### src/rtl/pipe_stall_ctrl.sv
// Central pipeline stall controller: merges per-stage stall requests into the
// bubble/hold vector and sequences multi-cycle EX operations.
module pipe_stall_ctrl #(
  parameter int CNT_W = 16,
  parameter int MC_W  = 5
) (
  input  logic             clk,
  input  logic             reset,
  input  logic             if_stall_req,
  input  logic             id_stall_req,
  input  logic             ex_mc_start,
  input  logic [MC_W-1:0]  ex_mc_cycles,
  input  logic             mem_stall_req,
  output logic [5:0]       stall,
  output logic             ex_mc_busy,
  output logic             ex_mc_done,
  output logic [CNT_W-1:0] stall_cycles
);

  // state | meaning
  // IDLE  | no multi-cycle op in flight; ex_mc_start is accepted
  // BUSY  | EX unit computing; cnt = further stalled BUSY cycles before done
  // HOLD  | op finished, instruction still in EX behind a MEM stall
  typedef enum logic [1:0] {
    IDLE = 2'd0,
    BUSY = 2'd1,
    HOLD = 2'd2
  } state_t;

  state_t          state, state_nxt;
  logic [MC_W-1:0] cnt, cnt_nxt;
  logic            ex_req;
  logic            done_raw;

  always_comb begin
    state_nxt = state;
    cnt_nxt   = cnt;
    ex_req    = 1'b0;
    done_raw  = 1'b0;
    case (state)
      IDLE: begin
        if (ex_mc_start) begin
          if (ex_mc_cycles >= MC_W'(2)) begin
            ex_req    = 1'b1;
            state_nxt = BUSY;
            cnt_nxt   = ex_mc_cycles - MC_W'(2);
          end else begin
            // length 0 or 1 completes in the start cycle without stalling EX
            done_raw  = 1'b1;
            state_nxt = mem_stall_req ? HOLD : IDLE;
          end
        end
      end
      BUSY: begin
        // counts down regardless of other stalls: the EX unit runs on its own
        if (cnt != '0) begin
          ex_req  = 1'b1;
          cnt_nxt = cnt - MC_W'(1);
        end else begin
          done_raw  = 1'b1;
          state_nxt = mem_stall_req ? HOLD : IDLE;
        end
      end
      HOLD: begin
        if (!mem_stall_req) state_nxt = IDLE;
      end
      default: state_nxt = IDLE;
    endcase
  end

  // Highest requesting stage wins; the vector covers that stage and all older ones.
  always_comb begin
    stall = 6'b000000;
    if (!reset) begin
      if (mem_stall_req)     stall = 6'b011111;
      else if (ex_req)       stall = 6'b001111;
      else if (id_stall_req) stall = 6'b000111;
      else if (if_stall_req) stall = 6'b000011;
    end
  end

  assign ex_mc_busy = !reset && (state == BUSY);
  assign ex_mc_done = !reset && done_raw;

  always_ff @(posedge clk) begin
    if (reset) begin
      state        <= IDLE;
      cnt          <= '0;
      stall_cycles <= '0;
    end else begin
      state <= state_nxt;
      cnt   <= cnt_nxt;
      if (stall[0] && (stall_cycles != {CNT_W{1'b1}}))
        stall_cycles <= stall_cycles + CNT_W'(1);
    end
  end

endmodule

### config.mk
export PLATFORM = sky130hd
export DESIGN_NAME = pipe_stall_ctrl
export DESIGN_NICKNAME = d
export VERILOG_FILES = /design/src/rtl/pipe_stall_ctrl.sv
export SDC_FILE = /design/constraint.sdc
export NUM_CORES = 1
export LEC_CHECK = 0
export BUFFER_PORTS_ARGS = -buffer_cell sky130_fd_sc_hd__buf_2
export CAP_MARGIN = 15
export CORE_AREA = 2 2 56 58
export DETAILED_ROUTE_END_ITERATION = 10
export DIE_AREA = 0 0 58 60
export PLACE_DENSITY = 0.88
export SYNTH_ARGS = -nofsm -noshare
export SYNTH_HDL_FRONTEND = slang
export SYNTH_SLANG_ARGS = --single-unit
### constraint.sdc
create_clock -name clk -period 5.2 [get_ports clk]
set_clock_uncertainty 0.15 [all_clocks]
set_input_delay 0.52 -clock clk [delete_from_list [all_inputs] [get_ports clk]]
set_output_delay 0.52 -clock clk [all_outputs]
set_load 0.05 [all_outputs]
# After elaboration in Yosys (flattened, before gate mapping)
# Cells that the tools add are included.
[totals] ff_bits=23 input_bits=11 output_inout_bits=24 elab_cells=47
[op_classes] add_sub_neg=3 order_cmp=1 eq_ne=8 muxes=23 n_reduce_logical=9
[op_table] op="$mux 5" n=5
[op_table] op="$add 16x1->16 const B" n=1
[op_table] op="$ne 16x16->1 const B" n=1
[op_table] op="$mux 2" n=6
[op_table] op="$ne 2x2->1 const B" n=5
[op_table] op="$pmux 5 s2" n=1
[op_table] op="$mux 1" n=6
[op_table] op="$pmux 2 s3" n=1
[op_table] op="$ge 5x2->1 const B" n=1
[op_table] op="$reduce_bool 5->1" n=1
[op_table] op="$sub 5x1->5 const B" n=1
[op_table] op="$sub 5x2->5 const B" n=1
[op_table] op="$mux 4" n=1
[op_table] op="$pmux 1 s2" n=2
[op_table] op="$reduce_and 4->1" n=1
[op_table] op="$logic_and 1x1->1" n=3
[op_table] op="$mux 3" n=1
[op_table] op="$reduce_and 3->1" n=1
[op_table] op="$eq 2x1->1 const B" n=1
[op_table] op="$eq 2x2->1 const B" n=1
[op_table] op="$logic_not 2->1" n=1
[op_table] op="$reduce_bool 2->1" n=1
[op_table] op="$logic_not 1->1" n=1

# Logic depth before layout (Yosys ltp)
# Gate-level depths: netlist of the first run.
[logic_depth] word_depth=8 depth_mapped=10 ltp_nobuf=7

# Worst setup path before layout of the first run
# OpenSTA, ideal clock, no wires.
[synth_timing] kind="input to output" from="input ex_mc_cycles[1]" to="output stall[1]" t_arrival_ns=2.489 t_required_ns=4.530 slack_ns=2.041 path_stages=10 cell_sequence="inv_1 > ha_1 > inv_1 > o41ai_2 > and3_1 > buf_6 > buf_6 > buf_6 > nor2_1 > buf_4"
[synth_between] elab_chain_cells=7
[synth_rtl] element="start: declaration" line_no="12" source="input logic [MC_W-1:0] ex_mc_cycles,"
[synth_rtl] element="$ge 5x2->1" line_no="43" source="if (ex_mc_cycles >= MC_W'(2)) begin"
[synth_rtl] element="$mux 1" line_no="43"
[synth_rtl] element="$mux 1" line_no="42" source="if (ex_mc_start) begin"
[synth_rtl] element="$pmux 1 s2" line_no="40" source="case (state)"
[synth_rtl] element="$mux 4" line_no="76" source="else if (ex_req) stall = 6'b001111;"
[synth_rtl] element="$mux 5" line_no="75" source="if (mem_stall_req) stall = 6'b011111;"
[synth_rtl] element="$mux 5" line_no="74" source="if (!reset) begin"
[synth_rtl] element="end: declaration" line_no="14" source="output logic [5:0] stall,"
# Every way passes these cells.

# Final worst setup path of the first run
[layout_timing] from="register cnt[0]" to="output stall[1]"
[layout_between] elab_chain_cells=6
[layout_rtl] element="start: declaration" line_no="31" source="logic [MC_W-1:0] cnt, cnt_nxt;"
[layout_rtl] element="start signal: assignment" line_no="92" source="cnt <= cnt_nxt;"
[layout_rtl] element="$reduce_bool 5->1" line_no="56" source="if (cnt != '0) begin"
[layout_rtl] element="$mux 1" line_no="56"
[layout_rtl] element="$pmux 1 s2" line_no="40"
[layout_rtl] element="$mux 4" line_no="76"
[layout_rtl] element="$mux 5" line_no="75"
[layout_rtl] element="$mux 5" line_no="74"
# Every way passes these cells.

==> results of run 1 <==
placed cells by master, fill, tap and decap left out, types with 2 or more instances in the layout:
cell      netlist  layout
nor2b_1         3       3
a21oi_1        22      22
nor3b_2         2       2
nor4_1          5       5
ha_1            4       4
buf_2           1      33
o31ai_1         8       8
nor3_1          4       4
and2_1          2       2
nor2_1         13      13
nand3_1         5       5
o211ai_1        2       2
o21ai_0         7       7
or3_1           3       3
dfxtp_1        23      23
o41ai_1         2       2
nand2b_1        2       2
mux2_1          2       2
a31o_2          2       2
clkbuf_4        0       3
or4b_1          2       2
a211oi_1        2       2
inv_1           9       9
nand2_1        11      11
or4_1          10      10
nand4_1         2       2
worst max-delay path by stage:
stage	from	endpoint
CTS	cnt[0]	stall[1]
global placement	ex_mc_cycles[1]	stall[1]
floorplan	ex_mc_cycles[1]	stall[1]
detailed placement	ex_mc_cycles[1]	stall[1]
global route	cnt[0]	stall[0]
finish	cnt[0]	stall[1]
registers in the layout (all words and copies together) (netlist names):
signal	flops
stall_cycles	16
cnt	5
state	2
logic make-up after synthesis:
| logic type | synth area share, % |
|---|---|
| xor gates and xnor gates | 1.18 |
| DFF | 30.9 |
| buffers and inverters | 8.73 |
| muxes | 1.51 |
| adders and majority gates | 3.36 |
| other | 0.252 |
| AOI/OAI and AO/OA | 21.7 |
| and+or+nand+nor | 32.3 |
through the flow:
| step | hold WS [ns] | instance area [µm²] | util (%) |
|---|---|---|---|
| finish | 0.332 | 1630 | 56.3 |
| global route | 0.331 | 1630 | 56.3 |
| floorplan | 0.292 | 1490 | - |
| global placement | 0.321 | 1610 | 55.4 |
| detailed placement | 0.320 | 1610 | 55.4 |
| CTS | 0.322 | 1630 | 56.3 |
critical path, delay by kind of cell (launching register included):
family                   cells  cell delay, ns
flip-flops                   1            0.35
buffers and inverters        3            0.60
adder cells (fa/ha/maj)      1            0.16
AND/OR/NAND/NOR              4            0.78
area by class of cell:
class                           count  area (µm²)
Sequential cell                    23         460
Fill cell                         278        1270
Clock buffer                        4        26.3
Tap cell                           33        41.3
Inverter                            9        33.8
Timing Repair Buffer               34         173
Multi-Input combinational cell    136         900
per-layer routing:
metal  wire length, µm  share of wire [%]  GRT usage, %  vias to the layer above
li1                  -                  -             -                      734
met1              1470                 49          26.5                      611
met2              1320                 45          29.2                       36
met3               140                4.7          2.81                        4
met4                38                1.3          6.31                        0
met5                 0                  0             0                        -
power by group through the flow:
stage          registers [µW]  clock network, µW  logic (µW)
3_5_place_dp              202                  0         115
3_3_place_gp              201                  0         113
2_1_floorplan             208                  0        88.9
4_1_cts                   198               85.8         116
6_report                  198               81.5         115
5_1_grt                   200               93.7         127
==> metrics.md, run 1 <==
| Metric | Value |
|---|---|
| Status | finished, final reports clean |
| P&R area growth vs syn | 9.66% |
| Worst-margin pin slew | 1.03 ns |
| TritonCTS clock tree | built |
| Ys flop type | dfxtp_1 |
| IO Count | 35 |
| Hold WC Path Type | primary input to register |
| Largest cells by area after synthesis | dfxtp_1, a21oi_1, or4_1 |
| Clock slew at reported path FFs | 0.12 ns |
| Async set-reset flop share out of synthesis | 0% |
| Pleak | 0.000641 µW |
| Synth Register Bits | 23 |
| Fin. max-slew vios | 0 |
| Wire per inst | 12.4 µm |
| Hold Startpoint | mem_stall_req |
| Psw | 138 µW |
| Final #Nets | 222 |
| R2r setup slk | 2.76 ns |
| Placed insts | 235 |
| IO buf count | 33 |
| Global-route wire length before repair | 5160 µm |
| Syn Nets | 193 |
| Total GRT Usage | 18.8% |
| Power density cells | 241 nW/µm² |
| Gate Count Post-Synth | 178 |
| CTS max path bufs | 2 |
| Ant. Diodes | 0 |
| Hold EP | state[0] |
| Initial antenna violation count | 0 |
| R2r endpoint | stall_cycles[10] |
| RSZ-0062 raised after global routing | false |
| Distinct cells, synth | 50 |
| Placed wire-length estimate | 2210 µm |
| Pint | 257 µW |
| Area leader, netlist | dfxtp_1 |
| Clock buffer count from CTS | 3 |
| Vias/cell | 5.79 |
| Worst Setup Path Type | register to output port |
| Worst Path Arrival | 2.19 ns |
| Layout Cells excl Fill | 239 |
| DRT Pass-1 Iters | 4 |
| Cell breakdown of the critical path | inv_1, ha_1, nor4b_2, nand2b_4, and3_1, buf_4, nor2_1, buf_2 |
| CP max stage delay | 0.35 ns |
| Fin. Hold Viols | 0 |
| Routability Congestion | 0.851 |
| YS warnings | 0 |
| Die Span Y | 60 µm |
| Final setup viols | 0 |
| Row count | 20 |
| # DRC | 0 |
| Clock Latency Late Sink | 0.31 ns |
| Global route overflow | 0 |
| Hold_buf cts | 0 |
| DR iter-0 viols | 31 |
| Max cap viols | 0 |
| Startpoint Class | register |
| Max Clk Rate | 349 MHz |
| Vias in the first global route | 1191 |
| Initial core utilization | 51.3% |
| Endpoint class of the critical path | output port |
| Clk sinks | 23 |
| Die Area | 3480 µm² |
| Post-route clock period utilization | 55.1% |
| Headroom to the max-slew limit | 30.8% |
| Post-synthesis sequential area ratio | 30.9% |
| Cell area after synthesis | 1490 µm² |
| Vias after detailed routing | 1385 |
| Yosys top cell area share | 30.9% |
| Worst slack, placed | 2.44 ns |
| Hold path cells | 2 |
| Worst r2r path cells | 4 |
| Worst R2R Start | stall_cycles[3] |
| Tmin final | 2.86 ns |
| Pin count of the biggest net entering global routing | 32 |
| Max FO, Critical Path | 28 |
| Syn avg cell area | 8.37 µm² |
| Core Box Area | 2900 µm² |
| WL final | 2970 µm |
| Setup TNS | 0 ns |
| Post-CTS Setup Inserts | 0 |
| Peak VDD IR | 0.000162 V |
| Detail Route Antenna Nets | 0 |
| Design Power | 394 µW |
| Post-synth EDFFs | 0 |
| Reg power frac | 50.2% |
| Req. time, crit path | 4.53 ns |
| Slowest CP cell | dfxtp_1 |
| Comb pwr share | 29.2% |
| Worst Setup Slack, final | 2.34 ns |
| Post_cts resized | 0 |
| Root buffer cell | clkbuf_4 |
| Share of cells above drive strength 1 | 24.3% |
| Commonest cells in the netlist | dfxtp_1, a21oi_1, nor2_1 |
| Sw Share | 35.0% |
| Top-count cell post-synth | dfxtp_1 |
| Clk pwr share | 20.7% |
| Die Width | 58 µm |
| Htree depth | 1 |
No activity file was read; power rests on OpenSTA's default activity.
==> run 2, diff against run 1 <==
Settings changed: CORE_AREA 2 2 56 58 to 2 2 57 59, DIE_AREA 0 0 58 60 to 0 0 59 61, PLACE_DENSITY 0.88 to 0.85.
Clock period 5.2 ns to 2.9 ns, I/O delays scaled along.
==> metrics.md, run 2 (synthesis results as in run 1) <==
| Metric | Value |
|---|---|
| Die Span Y | 61 µm (+1.7%) |
| Worst Setup Path Type | register to output port |
| Core Box Area | 2950 µm² (+1.7%) |
| Hold Startpoint | mem_stall_req |
| Post_cts resized | 0 (unchanged) |
| Clk sinks | 23 (unchanged) |
| Headroom to the max-slew limit | 63.3% (+32 points) |
| P&R area growth vs syn | 10.2% |
| Top flop regs | stall_cycles: 16 flops, cnt: 5 flops, state: 2 flops |
| CP max stage delay | 0.46 ns (+0.11 ns) |
| Final #Nets | 223 (+0.45%) |
| CTS max path bufs | 2 (unchanged) |
| Initial antenna violation count | 0 (unchanged) |
| Vias after detailed routing | 1431 (+3.3%) |
| Initial core utilization | 50.5% (-0.87 points) |
| WL final | 3000 µm (+1.1%) |
| Placed wire-length estimate | 2170 µm (-2.1%) |
| Hold path cells | 2 (unchanged) |
| Hold WC Path Type | primary input to register |
| Tmin final | 2.65 ns |
| R2r setup slk | 0.49 ns (-2.27 ns) |
| Vias/cell | 5.96 (+2.9%) |
| DR iter-0 viols | 56 (+81%) |
| Global route overflow | 0 (unchanged) |
| Pleak | 0.000649 µW (+1.3%) |
| Post-route clock period utilization | 91.5% |
| Worst r2r path cells | 8 (+4) |
| Top reg by flops | stall_cycles |
| Clock slew at reported path FFs | 0.12 ns (about the same) |
| Vias in the first global route | 1153 (-3.2%) |
| Worst R2R Start | cnt[0] |
| IO Count | 35 (unchanged) |
| Worst Path Arrival | 2.21 ns (+0.02 ns) |
| Max cap viols | 0 (unchanged) |
| Startpoint Class | register |
| Worst hold slack | 0.0984 ns (-0.233 ns) |
| Total GRT Usage | 17.9% (-0.84 points) |
| Hold EP | state[0] |
| Wire per inst | 12.5 µm (+0.72%) |
| Final setup viols | 0 (unchanged) |
| Endpoint class of the critical path | output port |
| Status | finished, final reports clean |
| Fin. Hold Viols | 0 (unchanged) |
| Peak VDD IR | 0.000234 V (+45%) |
| Detail Route Antenna Nets | 0 (unchanged) |
| Commonest non-fill, non-tap cell in the layout | buf_2 |
| Worst-margin pin slew | 0.551 ns (-0.479 ns) |
| Share of cells above drive strength 1 | 25.1% (+0.85 points) |
| Clock buffer count from CTS | 3 (unchanged) |
| Root buffer cell | clkbuf_4 |
| Max Clk Rate | 377 MHz |
| Req. time, crit path | 2.46 ns (-2.07 ns) |
| Routability Congestion | 0.819 (-3.7%) |
| Power density cells | 432 nW/µm² (+79%) |
| Row count | 20 (unchanged) |
| DRT Pass-1 Iters | 4 (unchanged) |
| TritonCTS clock tree | built |
| Most frequent cells in the layout | buf_2, dfxtp_1, a21oi_1 |
| Fin. max-slew vios | 0 (unchanged) |
| R2r endpoint | stall_cycles[9] |
| Slowest CP cell | and3_1 |
| IO buf count | 33 (unchanged) |
| Clock Latency Late Sink | 0.31 ns (about the same) |
| # DRC | 0 (unchanged) |
| Die Area | 3600 µm² (+3.4%) |
| Htree depth | 1 (unchanged) |
| Cell breakdown of the critical path | inv_1, ha_1, nor4b_2, nand2b_4, and3_1, nor2_1, buf_2 |
| Setup TNS | 0 ns (unchanged) |
| Max FO, Critical Path | 17 (-39%) |
| Hold_buf cts | 0 (unchanged) |
| Ant. Diodes | 0 (unchanged) |
| Post-CTS Setup Inserts | 0 (unchanged) |
| Global-route wire length before repair | 5090 µm (-1.3%) |
| Pin count of the biggest net entering global routing | 32 (unchanged) |
| RSZ-0062 raised after global routing | false |
| Die Width | 59 µm (+1.7%) |
| Max reg flops | 16 (unchanged) |
-- run 2: report_power, final --
| part | leakage (µW) | switching, µW | internal, µW |
|---|---|---|---|
| Clock | 0.0000177 | 97.5 | 51.4 |
| Sequential | 0.000187 | 20.5 | 334 |
| Combinational | 0.000445 | 135 | 71.5 |
| Total | 0.000649 | 253 | 457 |
-- run 2: per-layer routing --
layer,up-vias,global-route usage (%),share of wire [%]
li1,733,-,-
met1,668,26.8,50
met2,26,26.3,44
met3,4,2.56,3.9
met4,0,6.17,1.4
met5,-,0,0
-- run 2: worst max path at each step --
stage	start	end	slack (ns)	depth (start not counted)
after floorplan	cnt[0]	stall[1]	0.05	10
after global placement	ex_mc_cycles[1]	stall[0]	0.52	8
after detailed placement	ex_mc_cycles[1]	stall[0]	0.47	8
after CTS	cnt[0]	stall[1]	0.23	7
after global routing	cnt[0]	stall[0]	0.09	7
final	cnt[0]	stall[1]	0.25	7
-- run 2: area by class of cell --
class / instances / area, µm²
clock inverter: 1 / 5.00
clock buffer: 3 / 22.5
multi-input combinational: 136 / 900
inverter: 9 / 33.8
tap: 33 / 41.3
fill: 286 / 1310
sequential: 23 / 460
timing repair buffer: 35 / 180
-- run 2: worst max-delay path: cells and delay by family, from the launching register on --
kind / cells / cell delay (ns)
buf+inv: 2 / 0.34
fa+ha+maj: 1 / 0.15
flops: 1 / 0.35
simple gates: 4 / 1.07
-- run 2: through the flow --
stage	worst slack [ns]	total power, µW	std cells	utilization [%]	instance area [µm²]
after floorplan	0.0478	532	178	-	1490
after global placement	0.517	564	236	54.7	1620
after detailed placement	0.472	566	236	54.7	1620
after CTS	0.229	717	240	55.6	1640
after global routing	0.0889	755	240	55.6	1640
final	0.247	710	240	55.6	1640
==> run 3, diff against run 2 <==
Settings changed: CORE_AREA 2 2 57 59 to 2 2 75 49, DIE_AREA 0 0 59 61 to 0 0 77 51, PLACE_DENSITY 0.85 to 0.83.
Clock period 2.9 ns to 2.4 ns, I/O delays scaled along.
==> metrics.md, run 3 (synthesis results as in run 1) <==
| Metric | Value |
|---|---|
| Status | finished, final reports clean |
| Worst Setup Path Type | register to register |
| Startpoint Class | register |
| Worst R2R Start | stall_cycles[0] |
| P&R area growth vs syn | 17.2% |
| IO buf count | 33 (unchanged) |
| Pin count of the biggest net entering global routing | 32 (unchanged) |
| Req. time, crit path | 2.45 ns (about the same) |
| Vias in the first global route | 1294 (+12%) |
| DR iter-0 viols | 155 (+180%) |
| Die Area | 3930 µm² (+9.1%) |
| CP max stage delay | 0.54 ns (+0.08 ns) |
| Most common cell on crit path | or4_1 |
| Vias after detailed routing | 1474 (+3.0%) |
| WL final | 3590 µm (+20%) |
| # DRC | 0 (unchanged) |
| Max FO, Critical Path | 7 (-10) |
| Post_cts resized | 0 (unchanged) |
| IO Count | 35 (unchanged) |
| Wire per inst | 13.9 µm (+11%) |
| Root buffer cell | clkbuf_8 |
| Hold path cells | 2 (unchanged) |
| Final core occ | 52.0% (-3.7 points) |
| Worst Path Arrival | 2.35 ns (+0.14 ns) |
| Worst r2r path cells | 6 (-2) |
| Max Clk Rate | 434 MHz |
| Fin. Hold Viols | 0 (unchanged) |
| Commonest non-fill, non-tap cell in the layout | buf_2 |
| Global-route wire length before repair | 6080 µm (+19%) |
| Ant. Diodes | 0 (unchanged) |
| Post-route clock period utilization | 96.0% |
| Max reg flops | 16 (unchanged) |
| Clock buffer count from CTS | 3 (unchanged) |
| Hold WC Path Type | primary input to register |
| Share of cells above drive strength 1 | 28.4% (+3.3 points) |
| Post-CTS Setup Inserts | 0 (unchanged) |
| Max cap viols | 0 (unchanged) |
| Core Box Area | 3360 µm² (+14%) |
| Top flop regs | stall_cycles: 16 flops, cnt: 5 flops, state: 2 flops |
| Final #Nets | 227 (+1.8%) |
| Worst hold slack | 0.102 ns (+0.00399 ns) |
| Peak VDD IR | 0.000265 V (+13%) |
| R2r endpoint | stall_cycles[15] |
| Endpoint class of the critical path | register |
| Global route overflow | 0 (unchanged) |
| Detail Route Antenna Nets | 0 (unchanged) |
| Die Span Y | 51 µm (-16%) |
| Tmin final | 2.30 ns |
| Initial antenna violation count | 0 (unchanged) |
| Number of cells on the critical path | 6 (-1) |
| CP delay by family, top | simple AND/OR/NAND/NOR gates |
| Most frequent cells in the layout | buf_2, dfxtp_1, a21oi_1 |
| Row count | 17 (-15%) |
| R2r setup slk | 0.1 ns (-0.39 ns) |
| Clock slew at reported path FFs | 0.09 ns (-0.03 ns) |
| Hold Startpoint | mem_stall_req |
| Top reg by flops | stall_cycles |
| Pleak | 0.000691 µW (+6.4%) |
| Power density cells | 544 nW/µm² (+26%) |
| Hold EP | state[0] |
| Htree depth | 1 (unchanged) |
| Die Width | 77 µm (+31%) |
| Clock Latency Late Sink | 0.27 ns (-0.04 ns) |
| Final setup viols | 0 (unchanged) |
| Vias/cell | 5.71 (-4.2%) |
| Placed wire-length estimate | 2600 µm (+20%) |
| CTS max path bufs | 2 (unchanged) |
| Cell breakdown of the critical path | ha_1, nand2_1, nor2_1, or4_1, or4_1, a21oi_1 |
| Hold_buf cts | 0 (unchanged) |
| Initial core utilization | 44.3% (-6.1 points) |
| Worst-margin pin slew | 0.618 ns (+0.0670 ns) |
| Clk sinks | 23 (unchanged) |
| CP Buf/Inv Count | 0 (-2) |
| Slowest CP cell | or4_1 |
| TritonCTS clock tree | built |
| Headroom to the max-slew limit | 58.8% (-4.5 points) |
| Routability Congestion | 0.876 (+6.9%) |
| Total GRT Usage | 18.9% (+0.93 points) |
| DRT Pass-1 Iters | 4 (unchanged) |
| Fillers | 339 (+19%) |
| Fin. max-slew vios | 0 (unchanged) |
run 3: cell count changes in the layout (fill, tap and decap cells not counted), sizes merged:
cell / delta
buf: +4
run 3: layout make-up:
cell class,instances,area (µm²),area share (%)
clock inverter,1,5.00,0.287
sequential,23,460,26.4
clock buffer,3,41.3,2.36
timing repair buffer,39,223,12.8
inverter,9,33.8,1.93
multi-input combinational,136,925,52.9
tap,47,58.8,3.37
run 3: power breakdown:
| part | internal, µW | switching [µW] | total [µW] |
|---|---|---|---|
| Sequential | 404 | 28.8 | 433 |
| Clock | 116 | 127 | 243 |
| Combinational | 103 | 172 | 275 |
| Total | 623 | 327 | 950 |
run 3: worst max-delay path by stage:
stage,end,start,slack (ns)
global placement,stall_cycles[6],cnt[0],0.17
finish,stall_cycles[15],stall_cycles[0],0.1
CTS,stall[1],cnt[0],0.03
detailed placement,stall_cycles[11],cnt[0],0.11
floorplan,stall_cycles[14],stall_cycles[0],0.06
global route,stall_cycles[11],cnt[0],-0.02
run 3: metal layers:
layer	track usage, %	up-vias	part of all wire [%]	wire length, µm
met5	0	-	0	0
met4	1.79	0	0.78	28
met3	5.30	4	7.4	266
met2	28.2	56	42	1520
met1	27.9	682	49	1770
li1	-	732	-	-
run 3: metrics by stage:
stage	worst slack [ns]	area (µm²)	power [µW]	TNS [ns]	std cells
6_report	0.0955	1750	950	0	258
5_1_grt	-0.0168	1750	1010	-0.0365	258
4_1_cts	0.0328	1730	942	0	258
3_5_place_dp	0.108	1690	699	0	254
3_3_place_gp	0.168	1690	697	0	254
2_1_floorplan	0.0550	1500	646	0	178
